[src/rtl/mem_io_ctl_if.sv]
// rtl/mem_io_ctl_if.sv - control/bus/SRAM signal bundle for mem_io_ctl
// Purpose: groups every non-clock, non-reset signal of mem_io_ctl.
// Ports (slave = the controller):
//   in : LD_MAR, LD_MDR, Mem_OE, Mem_WE, Bus[15:0], SRAM_Data_In[15:0], Switches[15:0]
//   out: MAR[15:0], MDR[15:0], SRAM_ADDR[19:0], SRAM_OE_N, SRAM_WE_N,
//        SRAM_Data_Out[15:0], SRAM_Drive, HEX_Value[15:0], Bus_Err
interface mem_io_ctl_if;
    logic        LD_MAR;
    logic        LD_MDR;
    logic        Mem_OE;
    logic        Mem_WE;
    logic [15:0] Bus;
    logic [15:0] SRAM_Data_In;
    logic [15:0] Switches;
    logic [15:0] MAR;
    logic [15:0] MDR;
    logic [19:0] SRAM_ADDR;
    logic        SRAM_OE_N;
    logic        SRAM_WE_N;
    logic [15:0] SRAM_Data_Out;
    logic        SRAM_Drive;
    logic [15:0] HEX_Value;
    logic        Bus_Err;

    modport slave (
        input  LD_MAR, LD_MDR, Mem_OE, Mem_WE, Bus, SRAM_Data_In, Switches,
        output MAR, MDR, SRAM_ADDR, SRAM_OE_N, SRAM_WE_N, SRAM_Data_Out,
               SRAM_Drive, HEX_Value, Bus_Err
    );

    modport master (
        output LD_MAR, LD_MDR, Mem_OE, Mem_WE, Bus, SRAM_Data_In, Switches,
        input  MAR, MDR, SRAM_ADDR, SRAM_OE_N, SRAM_WE_N, SRAM_Data_Out,
               SRAM_Drive, HEX_Value, Bus_Err
    );
endinterface

[src/rtl/mem_io_ctl.sv]
// rtl/mem_io_ctl.sv - MAR/MDR memory and memory-mapped I/O access controller
// Purpose: sequences SRAM reads/writes requested by the control unit, maps
//          address 16'hFFFF to the switches (read) and hex display (write),
//          and flags protocol violations in a sticky Bus_Err.
// Ports:
//   Clk   - rising-edge clock
//   Reset - synchronous active-high reset
//   io    - mem_io_ctl_if.slave bundle (control strobes, bus, SRAM, I/O)
module mem_io_ctl (
    input  logic          Clk,
    input  logic          Reset,
    mem_io_ctl_if.slave   io
);
    typedef enum logic [2:0] {IDLE, RD1, RD2, WR1, WR2} state_t;

    state_t      state_q, state_d;
    logic [15:0] mar_q, mar_d;
    logic [15:0] mdr_q, mdr_d;
    logic [15:0] hex_q, hex_d;
    logic        bus_err_q, bus_err_d;
    logic        is_io;
    logic        sram_oe_n, sram_we_n, sram_drive;

    assign is_io = (mar_q == 16'hFFFF);

    // State register
    always_ff @(posedge Clk) begin
        if (Reset) state_q <= IDLE;
        else       state_q <= state_d;
    end

    // Next-state logic; write wins when both requests arrive together
    always_comb begin
        state_d = state_q;
        unique case (state_q)
            IDLE: begin
                if (!io.Mem_WE)      state_d = WR1;
                else if (!io.Mem_OE) state_d = RD1;
            end
            RD1:     state_d = io.Mem_OE ? IDLE : RD2;
            RD2:     state_d = io.Mem_OE ? IDLE : RD2;
            WR1:     state_d = io.Mem_WE ? IDLE : WR2;
            WR2:     state_d = io.Mem_WE ? IDLE : WR2;
            default: state_d = IDLE;
        endcase
    end

    // Output logic: SRAM strobes are suppressed for the I/O address
    always_comb begin
        sram_oe_n  = 1'b1;
        sram_we_n  = 1'b1;
        sram_drive = 1'b0;
        unique case (state_q)
            RD1, RD2: sram_oe_n = is_io;
            WR1:      sram_drive = 1'b1;
            WR2: begin
                sram_drive = 1'b1;
                sram_we_n  = is_io;
            end
            default: ;
        endcase
    end

    // Datapath registers and error detection
    always_comb begin
        mar_d     = mar_q;
        mdr_d     = mdr_q;
        hex_d     = hex_q;
        bus_err_d = bus_err_q;

        if (io.LD_MAR) begin
            mar_d = io.Bus;
            if (state_q != IDLE) bus_err_d = 1'b1;
        end

        if (io.LD_MDR) begin
            if (io.Mem_OE) begin
                mdr_d = io.Bus;
            end else begin
                mdr_d = is_io ? io.Switches : io.SRAM_Data_In;
                // Memory data is not yet valid before RD2
                if (state_q == IDLE || state_q == RD1) bus_err_d = 1'b1;
            end
        end

        // The WR1->WR2 edge happens once per write, so the display latches
        // exactly once even if WR2 is held for many cycles.
        if (state_q == WR1 && !io.Mem_WE && is_io) hex_d = mdr_q;

        if (state_q == WR1 && io.Mem_WE) bus_err_d = 1'b1;
        if (state_q == IDLE && !io.Mem_WE && !io.Mem_OE) bus_err_d = 1'b1;
    end

    always_ff @(posedge Clk) begin
        if (Reset) begin
            mar_q     <= 16'h0000;
            mdr_q     <= 16'h0000;
            hex_q     <= 16'h0000;
            bus_err_q <= 1'b0;
        end else begin
            mar_q     <= mar_d;
            mdr_q     <= mdr_d;
            hex_q     <= hex_d;
            bus_err_q <= bus_err_d;
        end
    end

    assign io.MAR           = mar_q;
    assign io.MDR           = mdr_q;
    assign io.SRAM_ADDR     = {4'h0, mar_q};
    assign io.SRAM_Data_Out = mdr_q;
    assign io.HEX_Value     = hex_q;
    assign io.Bus_Err       = bus_err_q;
    assign io.SRAM_OE_N     = sram_oe_n;
    assign io.SRAM_WE_N     = sram_we_n;
    assign io.SRAM_Drive    = sram_drive;
endmodule
[src/flat_wrapper.sv]
// flat-port wrapper written by rule: the top's interface ports become plain ports
module mem_io_ctl_flat 
  (Clk, Reset, io_LD_MAR, io_LD_MDR, io_Mem_OE, io_Mem_WE, io_Bus, io_SRAM_Data_In, io_Switches, io_MAR, io_MDR, io_SRAM_ADDR, io_SRAM_OE_N, io_SRAM_WE_N, io_SRAM_Data_Out, io_SRAM_Drive, io_HEX_Value, io_Bus_Err);
  mem_io_ctl_if io_i ();
  input  logic Clk;
  input  logic Reset;
  input wire logic [$bits(io_i.LD_MAR)-1:0] io_LD_MAR;
  input wire logic [$bits(io_i.LD_MDR)-1:0] io_LD_MDR;
  input wire logic [$bits(io_i.Mem_OE)-1:0] io_Mem_OE;
  input wire logic [$bits(io_i.Mem_WE)-1:0] io_Mem_WE;
  input wire logic [$bits(io_i.Bus)-1:0] io_Bus;
  input wire logic [$bits(io_i.SRAM_Data_In)-1:0] io_SRAM_Data_In;
  input wire logic [$bits(io_i.Switches)-1:0] io_Switches;
  output wire logic [$bits(io_i.MAR)-1:0] io_MAR;
  output wire logic [$bits(io_i.MDR)-1:0] io_MDR;
  output wire logic [$bits(io_i.SRAM_ADDR)-1:0] io_SRAM_ADDR;
  output wire logic [$bits(io_i.SRAM_OE_N)-1:0] io_SRAM_OE_N;
  output wire logic [$bits(io_i.SRAM_WE_N)-1:0] io_SRAM_WE_N;
  output wire logic [$bits(io_i.SRAM_Data_Out)-1:0] io_SRAM_Data_Out;
  output wire logic [$bits(io_i.SRAM_Drive)-1:0] io_SRAM_Drive;
  output wire logic [$bits(io_i.HEX_Value)-1:0] io_HEX_Value;
  output wire logic [$bits(io_i.Bus_Err)-1:0] io_Bus_Err;
  assign io_i.LD_MAR = io_LD_MAR;
  assign io_i.LD_MDR = io_LD_MDR;
  assign io_i.Mem_OE = io_Mem_OE;
  assign io_i.Mem_WE = io_Mem_WE;
  assign io_i.Bus = io_Bus;
  assign io_i.SRAM_Data_In = io_SRAM_Data_In;
  assign io_i.Switches = io_Switches;
  assign io_MAR = io_i.MAR;
  assign io_MDR = io_i.MDR;
  assign io_SRAM_ADDR = io_i.SRAM_ADDR;
  assign io_SRAM_OE_N = io_i.SRAM_OE_N;
  assign io_SRAM_WE_N = io_i.SRAM_WE_N;
  assign io_SRAM_Data_Out = io_i.SRAM_Data_Out;
  assign io_SRAM_Drive = io_i.SRAM_Drive;
  assign io_HEX_Value = io_i.HEX_Value;
  assign io_Bus_Err = io_i.Bus_Err;
  mem_io_ctl u_core (.Clk(Clk), .Reset(Reset), .io(io_i));
endmodule
[config.mk]
export PLATFORM = sky130hd
export DESIGN_NAME = mem_io_ctl_flat
export DESIGN_NICKNAME = d
export VERILOG_FILES = /design/src/rtl/mem_io_ctl_if.sv /design/src/rtl/mem_io_ctl.sv /design/src/flat_wrapper.sv
export SDC_FILE = /design/constraint.sdc
export NUM_CORES = 1
export LEC_CHECK = 0
export CAP_MARGIN = 25
export CORE_AREA = 2 2 86 88
export CTS_BUF_LIST = sky130_fd_sc_hd__clkbuf_4 sky130_fd_sc_hd__clkbuf_8
export CTS_CLUSTER_SIZE = 40
export DETAILED_ROUTE_END_ITERATION = 16
export DIE_AREA = 0 0 88 90
export HOLD_SLACK_MARGIN = 0.1
export PLACE_DENSITY = 0.82
export SLEW_MARGIN = 10
export SYNTH_ARGS = -nofsm -noshare
export SYNTH_HDL_FRONTEND = slang
export SYNTH_SLANG_ARGS = --single-unit
[constraint.sdc]
create_clock -name Clk -period 2.9 [get_ports Clk]
set_input_delay 0.87 -clock Clk [delete_from_list [all_inputs] [get_ports Clk]]
set_output_delay 0.87 -clock Clk [all_outputs]
set_load 0.005 [all_outputs]
==> flow_summary.toml <==
[critical_path]
worstPathRequired_ps = 2030
worstReg2RegEnd = "u_core.io.HEX_Value[6]"
cpPeakStageDelay_ps = 500
crit_path_end = "io_SRAM_OE_N"
path_class = "reg -> out"
crit_chain = "nand4_1 -> nor4_4 -> or3_1 -> clkdlybuf4s50_1"
cpLargestDelayFamily = "simple AND/OR/NAND/NOR gates"
cp_max_fo = 4
critPathSlowestCell = "clkdlybuf4s50_1"
endpoint_kind = "primary output"
rr_startpoint = "u_core.io.MAR[2]"
cp_num_buf_inv = 1
arrival_ps = 1910
cp.depth = 4
crit_start = "u_core.io.MAR[2]"
reg2reg_setup_slack_ps = 680
r2r_cells = 6
start_kind = "flip-flop"

[final_layout]
layout_common_cells = "clkdlybuf4s50_1, dfxtp_1, mux2i_1, nand2b_1"
fin_nets = 466
final_util = 0.5881
layout_commonest_cell = "clkdlybuf4s50_1"
area_delta_synth_final_pct = 44.42
antenna_cells = 0
drive_gt1_frac = 0.04600

[synthesis]
synth_cells = 321
synth_area_leaders = "dfxtp_1, mux2i_1, buf_4, nand2b_1, a211o_1"
synth_edf_count = 0
ys_seq_area_frac = 0.3641
async_flop_share = 0
yosysUniqueCellTypes = 27
syn_avg_cell_area_sq_um = 8.907
yosys_warnings = 0
synth_top_cell_area_share = 0.3641
synth_area_leader_cell = "dfxtp_1"
synthFlopType = "dfxtp_1"
synth_seq_cells = 52
syn_area_sq_um = 2859

[routing]
wl_per_cell_microns = 15.32
num_vias = 2589
drcViolationCount = 0
first_pass_iters = 4
routed_wl_microns = 7846
postRouteAntennaNets = 0
first_iter_violations = 74
vias_per_cell = 5.057

[placement]
port_buffers = 137
routabilityCongestion = 0.7661
dp_hpwl_microns = 5772
place_ws_ps = 463.7

[cts]
cts-root-buf = "clkbuf_8"
clkTransAtPathRegs_ps = 100
cts_tree = "built"
cts_buffer_depth = 2
cts_resized = 0
insertion_delay_ps = 310
clock-sinks = 52
ctsHoldBuffers = 0
post_cts_buffers = 0
cts_buffers = 5
h-tree-depth = 2

[floorplanning]
dieArea_sq_um = 7920
die_x_microns = 88
die_h_microns = 90
rows = 31
initial_core_util = 0.4072
num_io_pins = 142
core_sq_um = 7020

[global_routing]
antenna_found_initial = 0
overflow = 0
grt_max_degree = 53
grt_usage = 0.1978
first_global_vias = 2595
grt_pass1_wl_microns = 12550

[sta]
worst_pin_slew_ps = 650.0
setup_ws_ps = 124.8
fin_crit_sh = 0.9570
finalSetupTns_ps = 0
fmax_mhz = 360.3
grt_setup_unrepaired = "false"
maxSlewHeadroom = 0.5666
clock_skew_ps = 5.486
holdWs_ps = 475.7
min_period_ps = 2775
slew_viol_final = 0
setup_viol = 0
hold_viol = 0

[power]
power.density_nw_per_um2 = 392.8
power_uw = 1622
power.leakage_uw = 0.001579
vdd_drop_max_mv = 0.1911

[flow_run]
maxCapViolations = 0

[min_path]
hp-class = "reg -> reg"

[outcome]
status = "finished, final reports clean"
registers in the layout, summed over array words and instances, names as in the netlist:
register / flops
u_core.io.MAR: 16
u_core.io.MDR: 16
u_core.io.Bus_Err: 1
u_core.state_q: 3
u_core.io.HEX_Value: 16
per-layer routing:
| layer | vias to the layer above | wire (microns) | track usage |
|---|---|---|---|
| met3 | 13 | 536 | 0.04500 |
| met5 | - | 0 | 0 |
| met4 | 0 | 129 | 0.06026 |
| li1 | 1260 | - | - |
| met1 | 1212 | 3197 | 0.2201 |
| met2 | 104 | 3983 | 0.3636 |
area by class of cell:
| cell class | instances | area, sq um |
|---|---|---|
| fillers | 651 | 2892 |
| multi-input cells | 210 | 1453 |
| repair buffers | 143 | 1419 |
| flip-flops and latches | 52 | 1041 |
| well taps | 99 | 123.9 |
| clock buffers | 6 | 82.58 |
| clock inverters | 2 | 10.01 |
report_power, final:
group / internal (uW) / switching [uW]
clock: 191 / 244
sequential: 753 / 45.7
combinational: 251 / 137
total: 1190 / 427
worst min path at each step:
stage / startpoint / endpoint / slack (ps) / cells after the start
after floorplan: u_core.io.HEX_Value[0] / u_core.io.HEX_Value[0] / 460 / 2
after global placement: u_core.io.HEX_Value[7] / u_core.io.HEX_Value[7] / 460 / 2
after detailed placement: u_core.io.HEX_Value[7] / u_core.io.HEX_Value[7] / 460 / 2
after CTS: u_core.io.HEX_Value[7] / u_core.io.HEX_Value[7] / 480 / 2
after global routing: u_core.io.HEX_Value[0] / u_core.io.HEX_Value[0] / 510 / 2
final: u_core.io.HEX_Value[7] / u_core.io.HEX_Value[7] / 480 / 2
worst min-delay path, cell delays in order, from the launching register on:
cell and delay [ps]:
dfxtp_1 320, nand2b_1 60, mux2i_1 50
synthesized netlist by cell type (2+ instances only):
master / count
a211o_1: 16
a21oi_1: 19
buf_2: 4
buf_4: 37
clkbuf_1: 19
dfxtp_1: 52
mux2i_1: 32
nand2_1: 20
nand2b_1: 32
nand4_1: 4
nor2_1: 20
nor3_1: 2
nor3b_1: 17
nor4b_1: 16
o21ai_0: 3
o21bai_1: 17
per-stage QoR:
| step | area [sq um] | cells |
|---|---|---|
| after floorplan | 2870 | 324 |
| after global placement | 4036 | 504 |
| after detailed placement | 4036 | 504 |
| after CTS | 4129 | 512 |
| after global routing | 4129 | 512 |
| final | 4129 | 512 |
logic make-up (layout without fill, tap and decap cells):
kind of cell	after synthesis	after routing	synth area share
XOR/XNOR	1	1	0.003064
AO/OA/AOI/OAI	57	57	0.1370
multiplexers	32	32	0.1120
AND/OR/NAND/NOR	116	116	0.2477
buffers and inverters	62	151	0.1348
other	1	4	0.001312
flip-flops	52	52	0.3641
No activity file was read; power rests on OpenSTA's default activity.
